==> src/rtl/baccarat_sequencer.sv <==
// Baccarat round sequencer: deals four to six cards from an external
// source, applies the tableau rules, and flags the winner.
module baccarat_sequencer (
  input  logic       slow_clock,
  input  logic       resetb,
  input  logic       start,
  output logic       card_req,
  input  logic       card_valid,
  input  logic [3:0] card_in,
  output logic [3:0] pcard1,
  output logic [3:0] pcard2,
  output logic [3:0] pcard3,
  output logic [3:0] dcard1,
  output logic [3:0] dcard2,
  output logic [3:0] dcard3,
  output logic [3:0] pscore,
  output logic [3:0] dscore,
  output logic       player_win,
  output logic       dealer_win,
  output logic       done
);

  typedef enum logic [3:0] {
    S_IDLE,
    S_DEAL_P1,
    S_DEAL_D1,
    S_DEAL_P2,
    S_DEAL_D2,
    S_DECIDE,
    S_DEAL_P3,
    S_DEAL_D3,
    S_RESULT
  } state_t;

  state_t     r_state;
  logic       r_card_req;
  logic [3:0] r_pcard1;
  logic [3:0] r_pcard2;
  logic [3:0] r_pcard3;
  logic [3:0] r_dcard1;
  logic [3:0] r_dcard2;
  logic [3:0] r_dcard3;
  logic       r_player_win;
  logic       r_dealer_win;
  logic       r_done;

  logic       w_xfer;
  logic [3:0] w_pcard3_n;
  logic [3:0] w_dcard3_n;
  logic [3:0] w_pscore;
  logic [3:0] w_dscore;
  logic [3:0] w_pscore_n;
  logic [3:0] w_dscore_n;
  logic [3:0] w_v;
  logic       w_natural;
  logic       w_bank_draw;

  function automatic logic [3:0] card_val(
    input logic [3:0] c
  );
    if (c >= 4'd1 && c <= 4'd9)
      return c;
    return 4'd0;
  endfunction

  function automatic logic [3:0] hand_score(
    input logic [3:0] a,
    input logic [3:0] b,
    input logic [3:0] c
  );
    logic [4:0] s;
    s = {1'b0, card_val(a)}
      + {1'b0, card_val(b)}
      + {1'b0, card_val(c)};
    if (s >= 5'd20)
      s = s - 5'd20;
    else if (s >= 5'd10)
      s = s - 5'd10;
    return s[3:0];
  endfunction

  assign w_xfer = r_card_req & card_valid;

  // Only a third card can land on the edge that enters RESULT,
  // so the look-ahead scores just fold in those two slots.
  assign w_pcard3_n =
    (w_xfer && r_state == S_DEAL_P3) ? card_in : r_pcard3;
  assign w_dcard3_n =
    (w_xfer && r_state == S_DEAL_D3) ? card_in : r_dcard3;

  assign w_pscore = hand_score(r_pcard1, r_pcard2, r_pcard3);
  assign w_dscore = hand_score(r_dcard1, r_dcard2, r_dcard3);
  assign w_pscore_n = hand_score(r_pcard1, r_pcard2, w_pcard3_n);
  assign w_dscore_n = hand_score(r_dcard1, r_dcard2, w_dcard3_n);

  assign w_v = card_val(card_in);
  assign w_natural = (w_pscore >= 4'd8) || (w_dscore >= 4'd8);

  always_comb begin
    w_bank_draw = 1'b0;
    unique case (1'b1)
      (w_dscore <= 4'd2):
        w_bank_draw = 1'b1;
      (w_dscore == 4'd3):
        w_bank_draw = (w_v != 4'd8);
      (w_dscore == 4'd4):
        w_bank_draw = (w_v >= 4'd2) && (w_v <= 4'd7);
      (w_dscore == 4'd5):
        w_bank_draw = (w_v >= 4'd4) && (w_v <= 4'd7);
      (w_dscore == 4'd6):
        w_bank_draw = (w_v >= 4'd6) && (w_v <= 4'd7);
      default:
        w_bank_draw = 1'b0;
    endcase
  end

  always_ff @(posedge slow_clock or negedge resetb) begin
    if (!resetb) begin
      r_state      <= S_IDLE;
      r_card_req   <= 1'b0;
      r_pcard1     <= 4'd0;
      r_pcard2     <= 4'd0;
      r_pcard3     <= 4'd0;
      r_dcard1     <= 4'd0;
      r_dcard2     <= 4'd0;
      r_dcard3     <= 4'd0;
      r_player_win <= 1'b0;
      r_dealer_win <= 1'b0;
      r_done       <= 1'b0;
    end else begin
      unique case (r_state)
        S_IDLE, S_RESULT: begin
          if (start) begin
            r_state      <= S_DEAL_P1;
            r_card_req   <= 1'b1;
            r_pcard1     <= 4'd0;
            r_pcard2     <= 4'd0;
            r_pcard3     <= 4'd0;
            r_dcard1     <= 4'd0;
            r_dcard2     <= 4'd0;
            r_dcard3     <= 4'd0;
            r_player_win <= 1'b0;
            r_dealer_win <= 1'b0;
            r_done       <= 1'b0;
          end
        end
        S_DEAL_P1: begin
          if (w_xfer) begin
            r_pcard1 <= card_in;
            r_state  <= S_DEAL_D1;
          end
        end
        S_DEAL_D1: begin
          if (w_xfer) begin
            r_dcard1 <= card_in;
            r_state  <= S_DEAL_P2;
          end
        end
        S_DEAL_P2: begin
          if (w_xfer) begin
            r_pcard2 <= card_in;
            r_state  <= S_DEAL_D2;
          end
        end
        S_DEAL_D2: begin
          if (w_xfer) begin
            r_dcard2   <= card_in;
            r_state    <= S_DECIDE;
            r_card_req <= 1'b0;
          end
        end
        S_DECIDE: begin
          if (w_natural) begin
            r_state      <= S_RESULT;
            r_done       <= 1'b1;
            r_player_win <= (w_pscore_n >= w_dscore_n);
            r_dealer_win <= (w_dscore_n >= w_pscore_n);
          end else if (w_pscore <= 4'd5) begin
            r_state    <= S_DEAL_P3;
            r_card_req <= 1'b1;
          end else if (w_dscore <= 4'd5) begin
            r_state    <= S_DEAL_D3;
            r_card_req <= 1'b1;
          end else begin
            r_state      <= S_RESULT;
            r_done       <= 1'b1;
            r_player_win <= (w_pscore_n >= w_dscore_n);
            r_dealer_win <= (w_dscore_n >= w_pscore_n);
          end
        end
        S_DEAL_P3: begin
          if (w_xfer) begin
            r_pcard3 <= card_in;
            if (w_bank_draw) begin
              r_state <= S_DEAL_D3;
            end else begin
              r_state      <= S_RESULT;
              r_card_req   <= 1'b0;
              r_done       <= 1'b1;
              r_player_win <= (w_pscore_n >= w_dscore_n);
              r_dealer_win <= (w_dscore_n >= w_pscore_n);
            end
          end
        end
        S_DEAL_D3: begin
          if (w_xfer) begin
            r_dcard3     <= card_in;
            r_state      <= S_RESULT;
            r_card_req   <= 1'b0;
            r_done       <= 1'b1;
            r_player_win <= (w_pscore_n >= w_dscore_n);
            r_dealer_win <= (w_dscore_n >= w_pscore_n);
          end
        end
        default: begin
          r_state    <= S_IDLE;
          r_card_req <= 1'b0;
        end
      endcase
    end
  end

  assign card_req   = r_card_req;
  assign pcard1     = r_pcard1;
  assign pcard2     = r_pcard2;
  assign pcard3     = r_pcard3;
  assign dcard1     = r_dcard1;
  assign dcard2     = r_dcard2;
  assign dcard3     = r_dcard3;
  assign pscore     = w_pscore;
  assign dscore     = w_dscore;
  assign player_win = r_player_win;
  assign dealer_win = r_dealer_win;
  assign done       = r_done;

endmodule

==> config.mk <==
export PLATFORM = sky130hd
export DESIGN_NAME = baccarat_sequencer
export DESIGN_NICKNAME = d
export VERILOG_FILES = /design/src/rtl/baccarat_sequencer.sv
export SDC_FILE = /design/constraint.sdc
export NUM_CORES = 1
export LEC_CHECK = 0
export ABC_AREA = 1
export ABC_CLOCK_PERIOD_IN_PS = 8000
export BUFFER_PORTS_ARGS = -buffer_cell sky130_fd_sc_hd__buf_2
export CORE_MARGIN = 1.5
export CORE_UTILIZATION = 35
export CTS_CLUSTER_DIAMETER = 100
export DETAILED_ROUTE_END_ITERATION = 8
export SKIP_LAST_GASP = 1
export SLEW_MARGIN = 20
export SYNTH_ARGS = -nofsm -noshare
export SYNTH_HDL_FRONTEND = slang
export SYNTH_SLANG_ARGS = --single-unit
==> constraint.sdc <==
create_clock -name slow_clock -period 8 [get_ports slow_clock]
set_clock_uncertainty 0.1 [all_clocks]
set_input_delay 0.8 -clock slow_clock [delete_from_list [all_inputs] [get_ports slow_clock]]
set_output_delay 0.8 -clock slow_clock [all_outputs]
set_load 0.01 [all_outputs]
==> flow_summary.json <==
{
  "p_leak_nw": 2.40,
  "crit_family": "simple AND/OR/NAND/NOR gates",
  "mostFrequentLayoutCells": "115 x nand2_1, 100 x inv_1, 56 x nand3_1",
  "synth_seq_cells": 32,
  "place_congestion": 0.886,
  "final_common_cell": "nand2_1",
  "num_antenna_cells": 0,
  "postRouteAntennaNets": 0,
  "yosysTopAreaCell": "dfrtp_1",
  "setup_viol": 0,
  "cts_tree": "done",
  "drv_slew": 0,
  "cpMaxStageDelayCell": "dfrtp_1",
  "hold_violations": 0,
  "start_util": 0.357,
  "period_needed_ns": 4.90,
  "grt_pass1_vias": 3533,
  "powerDensity_mw_per_mm2": 396,
  "grt_max_degree": 33,
  "core_sq_mm": 0.0102,
  "num_vias": 3634,
  "seqCellArea_sq_um": 801,
  "rsz0062_at_grt": "no",
  "cts_root_buf": "clkbuf_8",
  "dp_slack_ns": 2.92,
  "die_y_microns": 105,
  "dp_hpwl_mm": 7.61,
  "cts_buffer_depth": 2,
  "insertion_delay_ns": 0.29,
  "cpPeakStageDelay_ns": 0.39,
  "cts-buffers-inserted": 5,
  "grt_pass1_wl_mm": 15.5,
  "place_area_sq_mm": 0.00403,
  "cts_resized": 0,
  "wl_mm": 9.23,
  "num_rows": 37,
  "h-tree-depth": 2,
  "ir_worst_vdd_uv": 223,
  "netlist_area_sq_mm": 0.00366,
  "synthArstFlopShare": 1.00,
  "tightestPinTransition_ns": 0.789,
  "n_fill_cell": 1061,
  "routedWlPerCell_microns": 12.5,
  "cp-start-kind": "flop",
  "worst_slack_ns": 3.10,
  "synthCells": 552,
  "ioPinCount": 44,
  "p_total_mw": 1.63,
  "synth_cell_types": 38,
  "slew_headroom": 0.470,
  "antenna_found_initial": 0,
  "area_growth_pct": 12.7,
  "finalCritPeriodShare": 0.612,
  "drc_errors": 0,
  "ys_top_cells_by_area": "dfrtp_1 22%, ha_1 14%, nand2_1 12%, inv_1 10%, nand3_1 7.7%",
  "crit_type": "flop to flop",
  "numPortBuffers": 43,
  "cp_max_fo": 8,
  "max_freq_mhz": 204,
  "syn_area_per_cell_sq_um": 6.63,
  "clock_sinks": 32,
  "path_clk_slew_ns": 0.07,
  "crit_path_end_kind": "flop",
  "dr.pass1.iters": 5,
  "status": "completed",
  "cts_setup_buffers": 0,
  "gr-total-overflow": 0,
  "hold_buffers": 0,
  "via_per_inst": 4.94,
  "whs_ns": 0.373,
  "required_ns": 8.08,
  "synth_warnings": 0,
  "hold_path_class": "flop to flop",
  "drive_above_1_share": 0.142,
  "finalNetCount": 653,
  "drv_cap": 0,
  "synth_edf_count": 0,
  "crit_buf_inv": 8,
  "yosysSeqAreaShare": 0.219,
  "die_w_microns": 105,
  "grtUsageTotal": 0.169,
  "finish.instance_area_sq_mm": 0.00412,
  "dieArea_sq_mm": 0.0111,
  "ys.flop_type": "dfrtp_1",
  "drtIter0Drc": 170,
  "multi_input_area_sq_mm": 0.00245,
  "final.setup.tns_ns": 0,
  "syn-num-nets": 606,
  "crit_top_cell": "inv_1",
  "synth_top_area_share": 0.219,
  "arrival_ns": 4.98
}
## logic make-up after synthesis
logic type | count (synthesis) | share of synthesized area
and+or+nand+nor | 264 | 0.334
buffers and inverters | 108 | 0.111
AOI/OAI and AO/OA | 89 | 0.134
adders and majority gates | 46 | 0.170
DFF | 32 | 0.219
xor gates and xnor gates | 13 | 0.0332
## through the flow
stage	cells	util
after floorplan	552	-
after detailed placement	728	0.394
final	736	0.403
after global placement	728	0.394
after global routing	736	0.403
after CTS	736	0.403
## Yosys cell counts (3+ instances only)
master    count
fa_1          6
inv_2         4
a21oi_1      22
nand3_2       3
nand2_2      11
clkbuf_1      3
xnor2_1       6
dfrtp_1      32
nand3_1      56
nand2_1     115
nand4_1       4
ha_1         40
nor3_1        5
xor2_1        6
o21ai_1       4
nor2_1       53
o21ai_0      49
inv_1       100
nand2_4       4
nor2_2        4
## final timing paths
check,start,end,slack (ns),cells past startpoint
max in group asynchronous,resetb,dcard3[1]$_DFFE_PN0P_,6.86,1
worst max register to register,r_state[2]$_DFFE_PN0P_,dealer_win$_DFFE_PN0P_,3.10,32
worst max-delay path,r_state[2]$_DFFE_PN0P_,dealer_win$_DFFE_PN0P_,3.10,32
min in group asynchronous,resetb,done$_DFFE_PN0P_,0.47,1
worst min-delay path,done$_DFFE_PN0P_,done$_DFFE_PN0P_,0.37,2
worst min register to register,done$_DFFE_PN0P_,done$_DFFE_PN0P_,0.37,2
## layout make-up
type                       count  area share
tap                          136      0.0413
clock inverter                 2     0.00395
multi-input combinational    412       0.595
inverter                     105      0.0957
sequential                    32       0.194
clock buffer                   6      0.0176
timing repair buffer          43      0.0522
## per-layer routing
metal / GRT usage / part of all wire
met4: 0.0431 / 0.0087
met1: 0.226 / 0.49
met5: 0 / 0
met3: 0.0241 / 0.034
met2: 0.287 / 0.46
## sequential cells by signal, indices dropped and copies added (netlist names)
name        flops
dcard2          4
done            1
dcard3          4
player_win      1
pcard1          4
card_req        1
r_state         4
dealer_win      1
dcard1          4
pcard3          4
pcard2          4
## report_power, final
group,internal (mW),switching (mW),total (mW),leakage (nW)
clock network,0.0618,0.0642,0.126,0.0414
registers,0.212,0.0441,0.256,0.435
logic,0.455,0.794,1.25,1.92
## worst register-to-register path: cells and delay by family, from the launching register on
kind,cells,cell delay (ns)
AND/OR/NAND/NOR,12,1.28
adder cells (fa/ha/maj),4,1.07
AO/OA/AOI/OAI,6,0.97
buffers and inverters,8,0.65
flip-flops,1,0.39
XOR/XNOR,2,0.36
Note: power is estimated with default switching activity, not from simulation.
